**src/rtl/color_sensor_pkg.sv**
```systemverilog
// Shared definitions for the color sensor front end: FSM state encoding,
// TCS3200 filter-select codes and measurement channel indices.
// Optional feature macro: COLOR_SENSOR_CLEAR_CHANNEL_EN adds a fourth (clear)
// channel after blue.
package color_sensor_pkg;

    typedef enum logic [2:0] {
        IDLE,
        SETTLE,
        GATE,
        STORE,
        PUBLISH
    } state_t;

    // Filter select codes, presented as {s2, s3}
    localparam logic [1:0] FILT_RED   = 2'b00;
    localparam logic [1:0] FILT_BLUE  = 2'b01;
    localparam logic [1:0] FILT_CLEAR = 2'b10;
    localparam logic [1:0] FILT_GREEN = 2'b11;

    // Channel indices in measurement order
    localparam logic [1:0] CH_R = 2'd0;
    localparam logic [1:0] CH_G = 2'd1;
    localparam logic [1:0] CH_B = 2'd2;
    localparam logic [1:0] CH_C = 2'd3;

`ifdef COLOR_SENSOR_CLEAR_CHANNEL_EN
    localparam logic [1:0] CH_LAST = CH_C;
`else
    localparam logic [1:0] CH_LAST = CH_B;
`endif

    localparam int NUM_CH = int'(CH_LAST) + 1;

    // Filter code that selects the photodiode group for a given channel
    function automatic logic [1:0] filt_for_ch(input logic [1:0] ch);
        logic [1:0] code;
        case (ch)
            CH_R:    code = FILT_RED;
            CH_G:    code = FILT_GREEN;
            CH_B:    code = FILT_BLUE;
            CH_C:    code = FILT_CLEAR;
            default: code = FILT_RED;
        endcase
        return code;
    endfunction

endpackage

```
**src/rtl/freq_edge_counter.sv**
```systemverilog
// Sensor input path: 2-flop synchronizer, registered rising-edge detector and
// a saturating edge counter with synchronous clear and count enable.
// A raw rising edge shows up as a one-cycle pulse three clocks later.
module freq_edge_counter #(
    parameter int CNT_W = 16
) (
    input  logic             clk,
    input  logic             rst_n,
    input  logic             i_sensor,
    input  logic             i_clear,
    input  logic             i_count_en,
    output logic [CNT_W-1:0] o_count
);

    logic             r_sync1;
    logic             r_sync2;
    logic             r_prev;
    logic             r_edge;
    logic [CNT_W-1:0] r_count;

    // Synchronize the asynchronous square wave and flag each rising edge
    // NOTE: sequential state uses non-blocking assignments so every flop
    // samples the pre-edge value of its neighbour; blocking here would
    // collapse the synchronizer chain into a single stage.
    always_ff @(posedge clk or negedge rst_n) begin
        if (!rst_n) begin
            r_sync1 <= 1'b0;
            r_sync2 <= 1'b0;
            r_prev  <= 1'b0;
            r_edge  <= 1'b0;
        end else begin
            r_sync1 <= i_sensor;
            r_sync2 <= r_sync1;
            r_prev  <= r_sync2;
            r_edge  <= r_sync2 & ~r_prev;
        end
    end

    // Count detected edges while enabled; stick at all-ones instead of wrapping
    always_ff @(posedge clk or negedge rst_n) begin
        if (!rst_n) begin
            r_count <= '0;
        end else if (i_clear) begin
            r_count <= '0;
        end else if (i_count_en && r_edge && (r_count != '1)) begin
            r_count <= r_count + 1'b1;
        end
    end

    assign o_count = r_count;

endmodule

```
**src/rtl/color_sensor_reader.sv**
```systemverilog
// Color sensor reader: cycles the TCS3200 filter through red, green and blue,
// counts sensor pulses over a fixed gate per channel, and publishes all
// channel values together with a one-cycle valid strobe.
// Optional feature macro: COLOR_SENSOR_CLEAR_CHANNEL_EN adds a clear channel
// measured after blue and published on output C.
module color_sensor_reader
    import color_sensor_pkg::*;
#(
    parameter int GATE_CYCLES   = 50000,
    parameter int SETTLE_CYCLES = 100,
    parameter int CNT_W         = 16,
    parameter int SHIFT         = 0
) (
    input  logic       clk,
    input  logic       rst,
    input  logic       enable,
    input  logic       sensor_out,
    output logic       s2,
    output logic       s3,
    output logic [7:0] R,
    output logic [7:0] G,
    output logic [7:0] B,
    output logic       valid,
    output logic       busy
`ifdef COLOR_SENSOR_CLEAR_CHANNEL_EN
    ,
    output logic [7:0] C
`endif
);

    localparam int TMR_MAX  = (GATE_CYCLES > SETTLE_CYCLES) ? GATE_CYCLES : SETTLE_CYCLES;
    localparam int TMR_W    = (TMR_MAX > 1) ? $clog2(TMR_MAX) : 1;
    localparam logic [TMR_W-1:0] SETTLE_LAST = TMR_W'(SETTLE_CYCLES - 1);
    localparam logic [TMR_W-1:0] GATE_LAST   = TMR_W'(GATE_CYCLES - 1);
    // The last channel's value goes straight to the output registers in the
    // STORE cycle, so only the earlier channels need holding.
    localparam int NUM_HELD = NUM_CH - 1;

    state_t           r_state;
    state_t           w_state_next;
    logic [1:0]       r_ch;
    logic [1:0]       w_ch_next;
    logic [1:0]       r_filt;
    logic [1:0]       w_filt_next;
    logic [TMR_W-1:0] r_timer;
    logic             w_timer_done;
    logic             w_publish;
    logic [CNT_W-1:0] w_count;
    logic [CNT_W-1:0] w_scaled;
    logic [7:0]       w_value;
    logic [7:0]       r_held [NUM_HELD];
    logic [7:0]       r_r;
    logic [7:0]       r_g;
    logic [7:0]       r_b;
    logic             r_valid;
`ifdef COLOR_SENSOR_CLEAR_CHANNEL_EN
    logic [7:0]       r_c;
`endif

    freq_edge_counter #(
        .CNT_W (CNT_W)
    ) u_counter (
        .clk        (clk),
        .rst_n      (rst),
        .i_sensor   (sensor_out),
        .i_clear    (r_state != GATE),
        .i_count_en (r_state == GATE),
        .o_count    (w_count)
    );

    // Scale the raw count and clamp it into 8 bits
    assign w_scaled = w_count >> SHIFT;
    assign w_value  = (w_scaled > CNT_W'(255)) ? 8'hFF : w_scaled[7:0];

    // Next-state, channel and filter selection; enable low aborts the frame
    // NOTE: every output of this block gets a default before the case, so no
    // path leaves a signal unassigned and no latch is inferred.
    always_comb begin
        w_state_next = r_state;
        w_ch_next    = r_ch;
        w_filt_next  = r_filt;
        w_publish    = 1'b0;
        w_timer_done = (r_state == SETTLE) ? (r_timer == SETTLE_LAST)
                                           : (r_timer == GATE_LAST);
        case (r_state)
            IDLE: begin
                if (enable) begin
                    w_state_next = SETTLE;
                    w_ch_next    = CH_R;
                    w_filt_next  = FILT_RED;
                end
            end
            SETTLE: begin
                if (!enable)          w_state_next = IDLE;
                else if (w_timer_done) w_state_next = GATE;
            end
            GATE: begin
                if (!enable)          w_state_next = IDLE;
                else if (w_timer_done) w_state_next = STORE;
            end
            STORE: begin
                if (!enable) begin
                    w_state_next = IDLE;
                end else if (r_ch == CH_LAST) begin
                    w_state_next = PUBLISH;
                    w_publish    = 1'b1;
                end else begin
                    w_state_next = SETTLE;
                    w_ch_next    = r_ch + 2'd1;
                    w_filt_next  = filt_for_ch(r_ch + 2'd1);
                end
            end
            PUBLISH: begin
                if (enable) begin
                    w_state_next = SETTLE;
                    w_ch_next    = CH_R;
                    w_filt_next  = FILT_RED;
                end else begin
                    w_state_next = IDLE;
                end
            end
            default: w_state_next = IDLE;
        endcase
    end

    // State, channel, filter select and phase timer registers
    always_ff @(posedge clk or negedge rst) begin
        if (!rst) begin
            r_state <= IDLE;
            r_ch    <= CH_R;
            r_filt  <= FILT_RED;
            r_timer <= '0;
        end else begin
            r_state <= w_state_next;
            r_ch    <= w_ch_next;
            r_filt  <= w_filt_next;
            if ((w_state_next != r_state) || (r_state == IDLE)) r_timer <= '0;
            else                                                 r_timer <= r_timer + 1'b1;
        end
    end

    // Hold earlier channel values, then load all outputs together on publish
    // NOTE: the held-value array is small and must read as zero after reset,
    // so it is reset element by element like ordinary flops.
    always_ff @(posedge clk or negedge rst) begin
        if (!rst) begin
            for (int i = 0; i < NUM_HELD; i++) r_held[i] <= 8'd0;
            r_r     <= 8'd0;
            r_g     <= 8'd0;
            r_b     <= 8'd0;
            r_valid <= 1'b0;
`ifdef COLOR_SENSOR_CLEAR_CHANNEL_EN
            r_c     <= 8'd0;
`endif
        end else begin
            r_valid <= w_publish;
            if ((r_state == STORE) && enable) begin
                for (int i = 0; i < NUM_HELD; i++) begin
                    if (r_ch == 2'(i)) r_held[i] <= w_value;
                end
            end
            if (w_publish) begin
                r_r <= r_held[CH_R];
                r_g <= r_held[CH_G];
`ifdef COLOR_SENSOR_CLEAR_CHANNEL_EN
                r_b <= r_held[CH_B];
                r_c <= w_value;
`else
                r_b <= w_value;
`endif
            end
        end
    end

    assign s2    = r_filt[1];
    assign s3    = r_filt[0];
    assign R     = r_r;
    assign G     = r_g;
    assign B     = r_b;
    assign valid = r_valid;
    assign busy  = (r_state != IDLE);
`ifdef COLOR_SENSOR_CLEAR_CHANNEL_EN
    assign C     = r_c;
`endif

endmodule

```
**config.mk**
```make
export PLATFORM = sky130hd
export DESIGN_NAME = color_sensor_reader
export DESIGN_NICKNAME = d
export VERILOG_FILES = /design/src/rtl/color_sensor_pkg.sv /design/src/rtl/freq_edge_counter.sv /design/src/rtl/color_sensor_reader.sv
export SDC_FILE = /design/constraint.sdc
export NUM_CORES = 1
export LEC_CHECK = 0
export CAP_MARGIN = 30
export CELL_PAD_IN_SITES_DETAIL_PLACEMENT = 1
export CELL_PAD_IN_SITES_GLOBAL_PLACEMENT = 1
export CORE_MARGIN = 3
export CORE_UTILIZATION = 40
export DETAILED_ROUTE_END_ITERATION = 10
export PLACE_DENSITY = 0.76
export SYNTH_ARGS = -nofsm -noshare
export SYNTH_HDL_FRONTEND = slang
export SYNTH_SLANG_ARGS = --single-unit
```
**constraint.sdc**
```tcl
create_clock -name clk -period 2.78 [get_ports clk]
set_input_delay 0.417 -clock clk [delete_from_list [all_inputs] [get_ports clk]]
set_output_delay 0.417 -clock clk [all_outputs]
set_load 0.01 [all_outputs]
```
==> results of run 1 <==
==> worst register-to-register path: cells and delay by family, from the launching register on <==
kind                       cells  cell delay, ns
AOI/OAI and AO/OA              1            0.13
adders and majority gates      1            0.27
and+or+nand+nor                3            1.29
DFF                            1            0.47
==> sequential cells by signal, summed over array words and instances (netlist names), 2 cells and up <==
name / flops
B: 8
G: 8
R: 8
r_filt: 2
r_held: 16
r_state: 3
r_timer: 16
u_counter.o_count: 16
==> area by class of cell <==
cell class | instances | area share, %
flip-flops and latches | 83 | 45.6
clock buffers | 10 | 3.02
clock inverters | 5 | 1.37
inverters | 14 | 1.15
well taps | 129 | 3.54
multi-input cells | 251 | 37.6
repair buffers | 35 | 7.69
==> worst paths after layout <==
path                                      start               endpoint  slack (ns)  cells after the start
setup / recovery           u_counter.o_count[0]  u_counter.o_count[14]        0.50                      5
hold / removal                              rst                   G[3]        0.11                      1
setup reg to reg           u_counter.o_count[0]  u_counter.o_count[14]        0.50                      5
hold reg to reg               u_counter.r_sync1      u_counter.r_sync2        0.35                      0
max in group asynchronous                   rst                   B[0]        2.05                      2
min in group clk              u_counter.r_sync1      u_counter.r_sync2        0.35                      0
==> report_power, final <==
part           total [mW]  switching, mW  internal (mW)  leakage, nW
Clock               0.870          0.431          0.439       0.0950
Sequential           1.23         0.0116           1.22         1.15
Combinational      0.0936         0.0609         0.0328        0.688
Total                2.19          0.503           1.69         1.93
==> cells in the mapped netlist, types with 2 or more instances <==
master and number:
a211oi_1 2, a21oi_1 4, nand2_1 46, a31oi_1 2, xor2_1 2, nor4b_2 2, nor3_1 5, nor3b_1 2
nor2_4 8, nor3_2 2, nand3_1 13, o21ai_0 25, o211ai_1 5, o311ai_1 2, ha_1 5, nand4_2 2
mux2_1 6, nor2_2 2, a21boi_1 2, or2_1 2, or3_1 3, buf_4 3, xnor2_1 14, nor4_1 5
nand2b_1 3, and3_1 5, a311oi_1 2, nor2_1 25, a31o_2 3, nor2b_1 2, buf_2 10, and4_1 3
nor3b_2 2, mux2_2 10, dfrtp_1 83, nand4_1 12, mux2i_1 2, o31ai_1 2, inv_1 12
==> layer usage <==
metal,track usage (%),part of all wire [%],wire length [microns],up-vias
met3,3.49,3.0,256,12
met2,27.5,50,4250,43
li1,-,-,-,1351
met1,21.0,45,3850,1453
met5,0,0,0,-
met4,4.97,1.6,133,0
==> cells by family (layout without fill, tap and decap cells) <==
group | Yosys count | in the layout | share of synthesized area (%)
adder cells (fa/ha/maj) | 5 | 5 | 1.58
AND/OR/NAND/NOR | 152 | 152 | 22.6
multiplexers | 18 | 18 | 5.07
XOR/XNOR | 16 | 16 | 3.55
AO/OA/AOI/OAI | 60 | 60 | 10.5
flip-flops | 83 | 83 | 52.6
buffers and inverters | 30 | 64 | 4.06
==> stage by stage <==
stage / instance area (sq um) / instances / worst slack [ns]
final: 4560 / 527 / 0.497
after global routing: 4560 / 527 / 0.290
after CTS: 4560 / 527 / 0.467
after detailed placement: 4360 / 512 / 0.577
after global placement: 4360 / 512 / 0.624
after floorplan: 3950 / 364 / 1.13
==> impl_metrics.csv, run 1 <==
group,metric,value,unit
critical_path,slowest_delay,0.66,ns
floorplan,die_area,0.0111,sq mm
routing,drc,0,
synth,yosys.area.top_type,"dfrtp_1",
layout,num-fill-cells,1036,
grt,grt_pass1_wl,14.7,mm
grt,grt_max_degree,56,
cts,h-tree-depth,3,
worst_hold_path,worst_hold_path_type,"in -> async",
synth,synthTopCellsByArea,"dfrtp_1 (53%), nand2_1 (4.4%), o21ai_0 (3.2%)",
cts,path_clk_slew,0.09,ns
layout,fin_util,48.4,%
layout,nets,403,
pwr,leakage,1.93,nW
routing,viasPerCell,5.43,
cts,ctsHoldBuffers,0,
pwr,p_per_area,481,mW/mm^2
timing,setup_viol,0,
critical_path,startpoint_type,"flip-flop",
grt,grt_pass1_vias,2919,
cts,cts_setup_buffers,0,
synth,syn_nets,373,
floorplan,start_util,41.9,%
cts,cts.sinks,83,
critical_path,cp_cell_sequence,"ha_1 -> nand4_2 -> nor4_4 -> nor4b_1 -> a211oi_1",
timing,clock_skew,0.0121,ns
timing,maxSlewHeadroom,38.0,%
timing,whs,0.108,ns
routing,vias,2859,
placement,dpl.hpwl,5.97,mm
routing,wl_per_cell,16.1,microns
routing,drtAntennaViolNets,0,
layout,antenna_cells,0,
timing,tightest_slew,0.925,ns
synth,synthFlopType,"dfrtp_1",
timing,finalCritPeriodShare,82.1,%
status,status,"finished, final reports clean",
cts,cts_buffer_depth,2,
cts,insertion_delay,0.35,ns
placement,place.port_buffers,31,
critical_path,worstPathMaxFanout,12,
placement,place_congestion,0.746,
pwr,ir_drop,254,uV
synth,syn_area_per_cell,10.8,sq um
floorplan,row_count,35,
timing,period_minus_slack,2.28,ns
grt,antenna_found_initial,0,
layout,final_cell_mix,"dfrtp_1 (83), nand2_1 (46), clkdlybuf4s50_1 (30)",
synth,netlist.area_leader.share,52.6,%
floorplan,die_y,105,microns
floorplan,core,0.00942,sq mm
timing,setup_tns,0,ns
cts,cts_root_buf,"clkbuf_8",
synth,synth-seq-cells,83,
critical_path,critPathBufInv,0,
synth,synth_area,0.00395,sq mm
layout,layout_commonest_cell,"dfrtp_1",
synth,netlist_instances,364,
critical_path,arrival,2.49,ns
layout,drive_gt1_share,14.8,%
cts,cts_tree,"built",
critical_path,crit_required,2.99,ns
grt,track_usage,16.3,%
cts,cts_resized,0,
pwr,fin_total_pwr,2.19,mW
timing,finalHoldViolations,0,
synth,async_flop_share,100,%
floorplan,die_width,105,microns
routing,drt_iter0_markers,82,
critical_path,path_class,"reg -> reg",
layout,seq_area,0.00208,sq mm
timing,max_clock_freq,438,MHz
critical_path,end_kind,"flip-flop",
timing,slew_violations,0,
synth,synth_edf_count,0,
routing,wl,8.49,mm
layout,area_growth,15.4,%
layout,multi_input_area,0.00172,sq mm
cts,cts_buffers,9,
grt,grt-ovfl-total,0,
critical_path,cp_slowest_cell,"nor4_4",
floorplan,io_pins,32,
synth,yosysUniqueCellTypes,63,
run,drv_cap,0,
critical_path,cp_top_family,"simple AND/OR/NAND/NOR gates",
synth,yosysSeqAreaShare,52.6,%
synth,yosysWarnings,0,
timing,rsz0062_at_grt,"false",
routing,drt_pass1_iterations,5,
Power figures use the tool's default switching activity.
==> inputs of run 2 (changes only) <==
- PLACE_DENSITY: 0.76 -> 0.79
- clock period: 2.78 -> 2.1 ns (I/O delays scaled with it)
==> impl_metrics.csv, run 2 (same netlist as run 1, synthesis figures left out) <==
group,metric,value,unit
routing,vias,2858,
cts,cts_root_buf,"clkbuf_8",
routing,wl,9.25,mm
critical_path,end_kind,"output port",
timing,period_minus_slack,2.04,ns
pwr,leakage,1.97,nW
timing,slew_violations,0,
layout,final_cell_mix,"dfrtp_1 (83), nand2_1 (46), clkdlybuf4s50_1 (30)",
layout,layout_commonest_cell,"dfrtp_1",
placement,place.port_buffers,31,
grt,grt_max_degree,44,
status,status,"finished, final reports clean",
critical_path,crit_required,1.78,ns
layout,finalNonFillerCells,535,
layout,nets,410,
critical_path,worstPathMaxFanout,7,
cts,insertion_delay,0.35,ns
timing,finalCritPeriodShare,96.9,%
layout,num-fill-cells,1015,
critical_path,r2r_slack,0.23,ns
floorplan,die_y,105,microns
routing,viasPerCell,5.34,
timing,finalHoldViolations,0,
floorplan,die_area,0.0111,sq mm
routing,drtAntennaViolNets,0,
run,drv_cap,0,
floorplan,core,0.00942,sq mm
floorplan,die_width,105,microns
grt,antenna_found_initial,0,
timing,max_clock_freq,491,MHz
layout,antenna_cells,0,
cts,cts_setup_buffers,0,
cts,cts_resized,0,
timing,clock_skew,0.00783,ns
routing,drt_iter0_markers,72,
grt,grt_pass1_wl,15.7,mm
timing,setup_viol,0,
cts,cts.sinks,83,
floorplan,row_count,35,
pwr,p_per_area,626,mW/mm^2
grt,grt_pass1_vias,3056,
layout,multi_input_area,0.00172,sq mm
placement,place_congestion,0.806,
routing,wl_per_cell,17.3,microns
routing,drc,0,
floorplan,start_util,41.9,%
critical_path,startpoint_type,"flip-flop",
placement,dpl.hpwl,6.42,mm
timing,maxSlewHeadroom,61.7,%
timing,rsz0062_at_grt,"false",
cts,cts_buffer_depth,2,
placement,dp_cells,518,
timing,tightest_slew,0.574,ns
critical_path,arrival,1.72,ns
layout,drive_gt1_share,15.8,%
layout,area_growth,16.8,%
layout,seq_area,0.00208,sq mm
grt,grt-ovfl-total,0,
cts,path_clk_slew,0.08,ns
floorplan,io_pins,32,
grt,track_usage,17.6,%
cts,cts_buffers,9,
routing,drt_pass1_iterations,4,
worst_hold_path,worst_hold_path_type,"reg -> reg",
pwr,ir_drop,269,uV
critical_path,path_class,"reg -> out",
cts,h-tree-depth,3,
cts,ctsHoldBuffers,1,
cts,cts_tree,"built",
timing,setup_tns,0,ns
==> run 2: changes by cell type in the layout (fill, tap and decap cells not counted), sizes merged <==
cell,change
buf,+6
clkinvlp,-2
clkinv,+3
dlygate4sd3,+1
clkbuf,+1
inv,-1
==> run 2: cell type report <==
| class | count | share of cell area [%] |
|---|---|---|
| Clock buffer | 11 | 2.85 |
| Timing Repair Buffer | 42 | 9.07 |
| Multi-Input combinational cell | 251 | 37.2 |
| Tap cell | 129 | 3.50 |
| Clock inverter | 5 | 1.17 |
| Sequential cell | 83 | 45.1 |
| Inverter | 14 | 1.14 |
==> run 2: path summary, 6_finish.rpt <==
path	from	depth (start not counted)	to
worst min register to register	u_counter.r_sync1	0	u_counter.r_sync2
worst min-delay path	u_counter.r_sync1	0	u_counter.r_sync2
min in group asynchronous	rst	2	G[3]
worst max register to register	u_counter.o_count[1]	6	u_counter.o_count[10]
max in group asynchronous	rst	3	u_counter.o_count[3]
worst max-delay path	r_state[2]	2	busy
==> run 2: routing by layer <==
metal,track usage (%),vias up,wire (microns)
met2,31.5,44,4840
met3,2.88,10,215
met5,0,-,0
li1,-,1366,-
met4,5.34,0,136
met1,21.6,1438,4060
==> run 2: per-stage QoR <==
stage	hold slack [ns]	area (sq um)	setup WS (ns)	power, mW	util, %
final	0.356	4610	0.0649	2.89	49.0
after global placement	0.334	4410	0.137	1.79	46.9
after CTS	0.356	4610	0.0418	2.93	49.0
after floorplan	0.0194	3950	0.446	1.72	-
after global routing	0.373	4610	0.0180	3.01	49.0
after detailed placement	0.336	4410	0.0629	1.79	46.9
==> run 2: where the power goes <==
group	internal, mW	total [mW]	leakage (nW)	switching (mW)
combinational	0.0514	0.133	0.727	0.0818
sequential	1.61	1.62	1.15	0.0156
clock	0.548	1.13	0.0971	0.580
total	2.21	2.89	1.97	0.677
==> run 2: worst max-delay path, cell delays in order, from the launching register on <==
cell and delay [ns]:
dfrtp_1 0.49, or3_1 0.40, clkdlybuf4s50_1 0.48
==> RTL change 1, RTL diff (config.mk and constraints of run 2) <==
Set the parameter `SETTLE_CYCLES` to 200 (it was 100).
--- a/src/rtl/color_sensor_reader.sv
+++ b/src/rtl/color_sensor_reader.sv
@@ -7,7 +7,7 @@
     import color_sensor_pkg::*;
 #(
     parameter int GATE_CYCLES   = 50000,
-    parameter int SETTLE_CYCLES = 100,
+    parameter int SETTLE_CYCLES = 200,
     parameter int CNT_W         = 16,
     parameter int SHIFT         = 0
 ) (
Behaviour: no difference found for any inputs over 10 cycles, from zero or initial values and one cycle with rst low; that may be too few to reach the edited logic, so the function may still have changed.
==> RTL change 1 against run 2 <==
Worst hold slack worse by 2.7 ps; worst setup slack better by 24 ps; global-route usage is 0.81 points lower; die area is 6.4% lower; register-to-register slack worse by 90 ps; via count is 1.9% lower; synthesized area is 6.8% lower; sequential cell count stayed put; design area is 4.7% lower; routed wire length is 11% lower; total power is 3.2% lower; core utilization is 0.93 points higher; largest cell class unchanged; largest power group unchanged.
==> RTL change 1: results (changes against run 2) <==
| Metric | Value |
|---|---|
| Proportion of synthesized area in mux cells | `5.44% (+0.37 points)` |
| Share of cells above drive strength 1 | `12.7% (-3.1 points)` |
| Xor and xnor area share after synthesis | `4.05% (+0.50 points)` |
| Worst slew pin tran | `597 ps (+22.6 ps)` |
| Top cells by area, synth | `dfrtp_1, mux2_2, nand2_1` |
| Placed Instance Area | `4200 µm² (-5.0%)` |
| VDD IR max | `0.319 mV (+19%)` |
| Library cells used by synthesis | `49 (-22%)` |
| Vias | `2804 (-1.9%)` |
| Post-synthesis sequential area ratio | `56.5% (+3.8 points)` |
| CP peak stage delay | `490 ps (about the same)` |
| Syn nets | `356 (-4.6%)` |
| Adder-cell share of the synthesized area | `1.70% (+0.12 points)` |
| M2 GR Usage | `28.2% (-3.3 points)` |
| Global Route Usage Sum | `16.8% (-0.81 points)` |
| Synth top cells by count | `dfrtp_1, nand2_1, o21ai_0` |
| Nets | `399 (-2.7%)` |
| Final Wtd Congestion | `0.795 (-1.4%)` |
| CP arrival | `1700 ps (-20 ps)` |
| Row cnt | `34 (-2.9%)` |
| Slowest stage cell, crit path | `clkdlybuf4s50_1` |
| Pleak | `0.00182 µW (-7.9%)` |
| Largest net degree at the start of global routing | `39 (-11%)` |
| Met1 usage | `22.2% (+0.58 points)` |
| Final HPWL DP | `5.77 mm (-10%)` |
| Hold Crit Class | `register to register` |
| Drt pass-1 iters | `4 (unchanged)` |
| Status | `complete, no violations` |
| RR Startpoint | `r_timer[10]$_DFF_PN0_` |
| Synth Area in Compound Gates | `9.66% (-0.83 points)` |
| Sw Ratio | `24.2% (+0.68 points)` |
| Routed WL per cell | `16.3 µm (-5.9%)` |
| Met3 GRT Util | `2.73% (-0.15 points)` |
| DRT iter0 DRCs | `90 (+25%)` |
[RTL change 1: worst max-delay path, delay by kind of cell (launching register included)]
family        cells  cell delay [ps]
buf+inv           1              490
flops             1              460
simple gates      1              390
[RTL change 1: routing by layer]
metal / vias up / part of all wire, % / wire length [µm]
met5: - / 0 / 0
met2: 38 / 50 / 4100
met4: 0 / 1.3 / 104
li1: 1339 / - / -
met3: 8 / 2.8 / 226
met1: 1419 / 46 / 3750
[RTL change 1: power by group through the flow]
stage / registers (µW) / clock network [µW] / logic (µW)
floorplan: 1650 / 0 / 35.2
global placement: 1650 / 0 / 94.0
detailed placement: 1650 / 0 / 96.0
CTS: 1620 / 1110 / 97.8
global route: 1620 / 1200 / 106
finish: 1620 / 1080 / 94.8
[RTL change 1: kinds of logic (layout without fill, tap and decap cells)]
| group | after synthesis | count (layout) |
|---|---|---|
| xor gates and xnor gates | 17 | 17 |
| buffers and inverters | 21 | 69 |
| muxes | 18 | 18 |
| DFF | 83 | 83 |
| and+or+nand+nor | 145 | 145 |
| AOI/OAI and AO/OA | 58 | 58 |
| adders and majority gates | 5 | 5 |
[RTL change 1: area by class of cell]
class / instances / area (µm²)
clock buffer: 10 / 138
sequential: 83 / 2080
inverter: 10 / 37.5
tap: 108 / 135
clock inverter: 6 / 50.0
timing repair buffer: 43 / 438
fill: 976 / 4410
multi-input combinational: 243 / 1520
[RTL change 1: final timing paths]
check                                               to  cells past startpoint  slack, ps
setup / recovery                                  busy                      2         90
hold / removal             u_counter.r_sync2$_DFF_PN0_                      0        350
setup reg to reg                  r_timer[3]$_DFF_PN0_                      5        140
hold reg to reg            u_counter.r_sync2$_DFF_PN0_                      0        350
max in group asynchronous             R[1]$_DFFE_PN0P_                      3       1010
min in group asynchronous             G[0]$_DFFE_PN0P_                      2        470
[RTL change 1: stage by stage]
step	hold WS (ps)	power [µW]	std cells	setup WS (ps)
floorplan	19.4	1680	347	204
global placement	313	1750	486	208
detailed placement	317	1750	486	133
CTS	356	2830	503	78.8
global route	359	2930	503	24.2
finish	353	2790	503	88.4
[RTL change 1: timing repair]
action,in CTS,in global routing
hold endpoints to repair,36,0
hold buffers,1,0
resized for setup,0,0
==> RTL change 2, RTL diff (settings of run 2) <==
Made on the original files. Re-encode `state_t` (5 states) as one-hot, 5 bits wide.
--- a/src/rtl/color_sensor_pkg.sv
+++ b/src/rtl/color_sensor_pkg.sv
@@ -4,12 +4,12 @@
 // channel after blue.
 package color_sensor_pkg;
 
-    typedef enum logic [2:0] {
-        IDLE,
-        SETTLE,
-        GATE,
-        STORE,
-        PUBLISH
+    typedef enum logic [4:0] {
+        IDLE    = 5'b00001,
+        SETTLE  = 5'b00010,
+        GATE    = 5'b00100,
+        STORE   = 5'b01000,
+        PUBLISH = 5'b10000
     } state_t;
 
     // Filter select codes, presented as {s2, s3}
Function: no difference found for any inputs over 10 cycles, from zero or initial values and one cycle with rst low; not proved beyond that.
==> RTL change 2 against run 2 <==
Routed wire length is 0.76% higher; register-to-register slack got worse by 190 ps; worst hold slack gained 0.99 ps; worst setup slack worse by 25 ps; die area is 2.3% lower; sequential cell count increased by 2; synthesized cell count grew 1.6%; synthesized area decreased by 2.4%; maximum frequency decreased by 1.2%; core utilization grew 1.9 points; design area is 2.5% higher; highest routed layer unchanged.
Power is not compared: it rests on default switching activity, and its combinational part moved more than twofold at a synthesized area within 25%.
==> RTL change 2: results (changes against run 2) <==
| Metric | Value |
|---|---|
| Nets | `431 (+5.1%)` |
| Fill cells | `1022 (+0.69%)` |
| Achievable Freq | `485 MHz (-1.2%)` |
| Post-synthesis sequential area ratio | `55.3% (+2.6 points)` |
| Final Wtd Congestion | `0.788 (-2.3%)` |
| Drt pass-1 iters | `5 (+1)` |
| CP peak stage delay | `630 ps (+140 ps)` |
| Clock-pin slew on the worst setup and hold paths | `100 ps (+20 ps)` |
| Placed Cells | `532 (+2.7%)` |
| Reg-to-reg slack, setup | `40 ps (-190 ps)` |
| CP arrival | `2330 ps (+610 ps)` |
| Global-route wire length before repair | `15.9 mm (+0.92%)` |
| Share of cells above drive strength 1 | `15.5% (-0.31 points)` |
| DRT iter0 DRCs | `115 (+60%)` |
| Final HPWL DP | `6.27 mm (-2.4%)` |
| Final Skew | `14.1 ps (+6.22 ps)` |
| Status | `complete, no violations` |
| Top cells by area, synth | `dfrtp_1, nor2_1, mux2_1` |
| Worst slew pin tran | `510 ps (-64.0 ps)` |
| DP Worst Slack | `-56.7 ps (-120 ps)` |
| Library cells used by synthesis | `46 (-27%)` |
| Vias in the first global route | `3141 (+2.8%)` |
| Vias | `2953 (+3.3%)` |
| Avg Cell Area, Syn | `10.4 µm² (-4.0%)` |
| Largest net degree at the start of global routing | `51 (+16%)` |
| Global Route Usage Sum | `17.9% (+0.28 points)` |
| Routed Wire Length | `9.32 mm (+0.76%)` |
| Synth top cells by count | `dfrtp_1, nor2_1, nand2_1` |
## RTL change 2: cell types whose count changed in the layout (fill, tap and decap cells not counted), sizes merged, moves of 4 or more
| cell | delta |
|---|---|
| buf | +12 |
| nand2 | -10 |
| o211ai | -4 |
| nor2 | +21 |
| xor2 | +14 |
| nor3b | -4 |
## RTL change 2: metrics by stage
stage | area [µm²] | hold slack (ps) | util, % | setup TNS (ps)
2_1_floorplan | 3850 | 19.4 | - | 0
3_3_place_gp | 4390 | 305 | 47.3 | 0
3_5_place_dp | 4390 | 314 | 47.3 | -611
4_1_cts | 4670 | 360 | 50.3 | 0
5_1_grt | 4720 | 372 | 50.9 | -117
6_report | 4720 | 357 | 50.9 | 0
## RTL change 2: worst max-delay path, delay by kind of cell (launching register included)
family	cells	cell delay (ps)
AO/OA/AOI/OAI	2	230
flip-flops	1	470
AND/OR/NAND/NOR	3	1280
## RTL change 2: final cells by class
cell class | count | area [µm²] | share of cell area (%)
clock buffers | 10 | 138 | 2.91
inverters | 13 | 48.8 | 1.03
repair buffers | 54 | 505 | 10.7
multi-input cells | 259 | 1670 | 35.3
flip-flops and latches | 85 | 2130 | 45.1
well taps | 129 | 161 | 3.42
clock inverters | 6 | 68.8 | 1.46
## RTL change 2: timing repair
action	4_1_cts	5_1_grt
buffers inserted	1	4
cloned	1	0
hold buffers	1	0
resized for setup	6	5
endpoints found under the setup margin	17	24
pin swaps	2	3
hold endpoints to repair	34	0
## RTL change 2: routing by layer
metal  vias to the layer above  global-route usage [%]  routed length (µm)
met4                         0                    4.84                 109
li1                       1391                       -                   -
met5                         -                       0                   0
met3                        11                    3.79                 253
met2                        49                    31.2                4840
met1                      1502                    22.4                4110
## RTL change 2: kinds of logic after synthesis
group,synth area share [%]
simple gates,19.9
flops,55.3
compound gates,7.73
xor+xnor,6.82
buf+inv,3.12
mux,5.52
fa+ha+maj,1.62
## RTL change 2: power groups by stage
stage	Sequential, µW	Combinational (µW)	Clock (µW)
after global placement	1730	242	0
after global routing	1710	310	1330
after floorplan	1720	155	0
after detailed placement	1730	251	0
final	1700	280	1230
after CTS	1700	273	1260
## RTL change 2: worst paths after layout
| path | start | end | cells after the start |
|---|---|---|---|
| max in group asynchronous | rst | u_counter.o_count[6]$_DFFE_PN0P_ | 3 |
| min in group asynchronous | rst | r_ch[1]$_DFFE_PN0P_ | 2 |
| worst min register to register | u_counter.r_sync1$_DFF_PN0_ | u_counter.r_sync2$_DFF_PN0_ | 0 |
| worst min-delay path | u_counter.r_sync1$_DFF_PN0_ | u_counter.r_sync2$_DFF_PN0_ | 0 |
| worst max-delay path | r_state[4]$_DFF_PN0_ | r_state[3]$_DFF_PN0_ | 5 |
| worst max register to register | r_state[4]$_DFF_PN0_ | r_state[3]$_DFF_PN0_ | 5 |
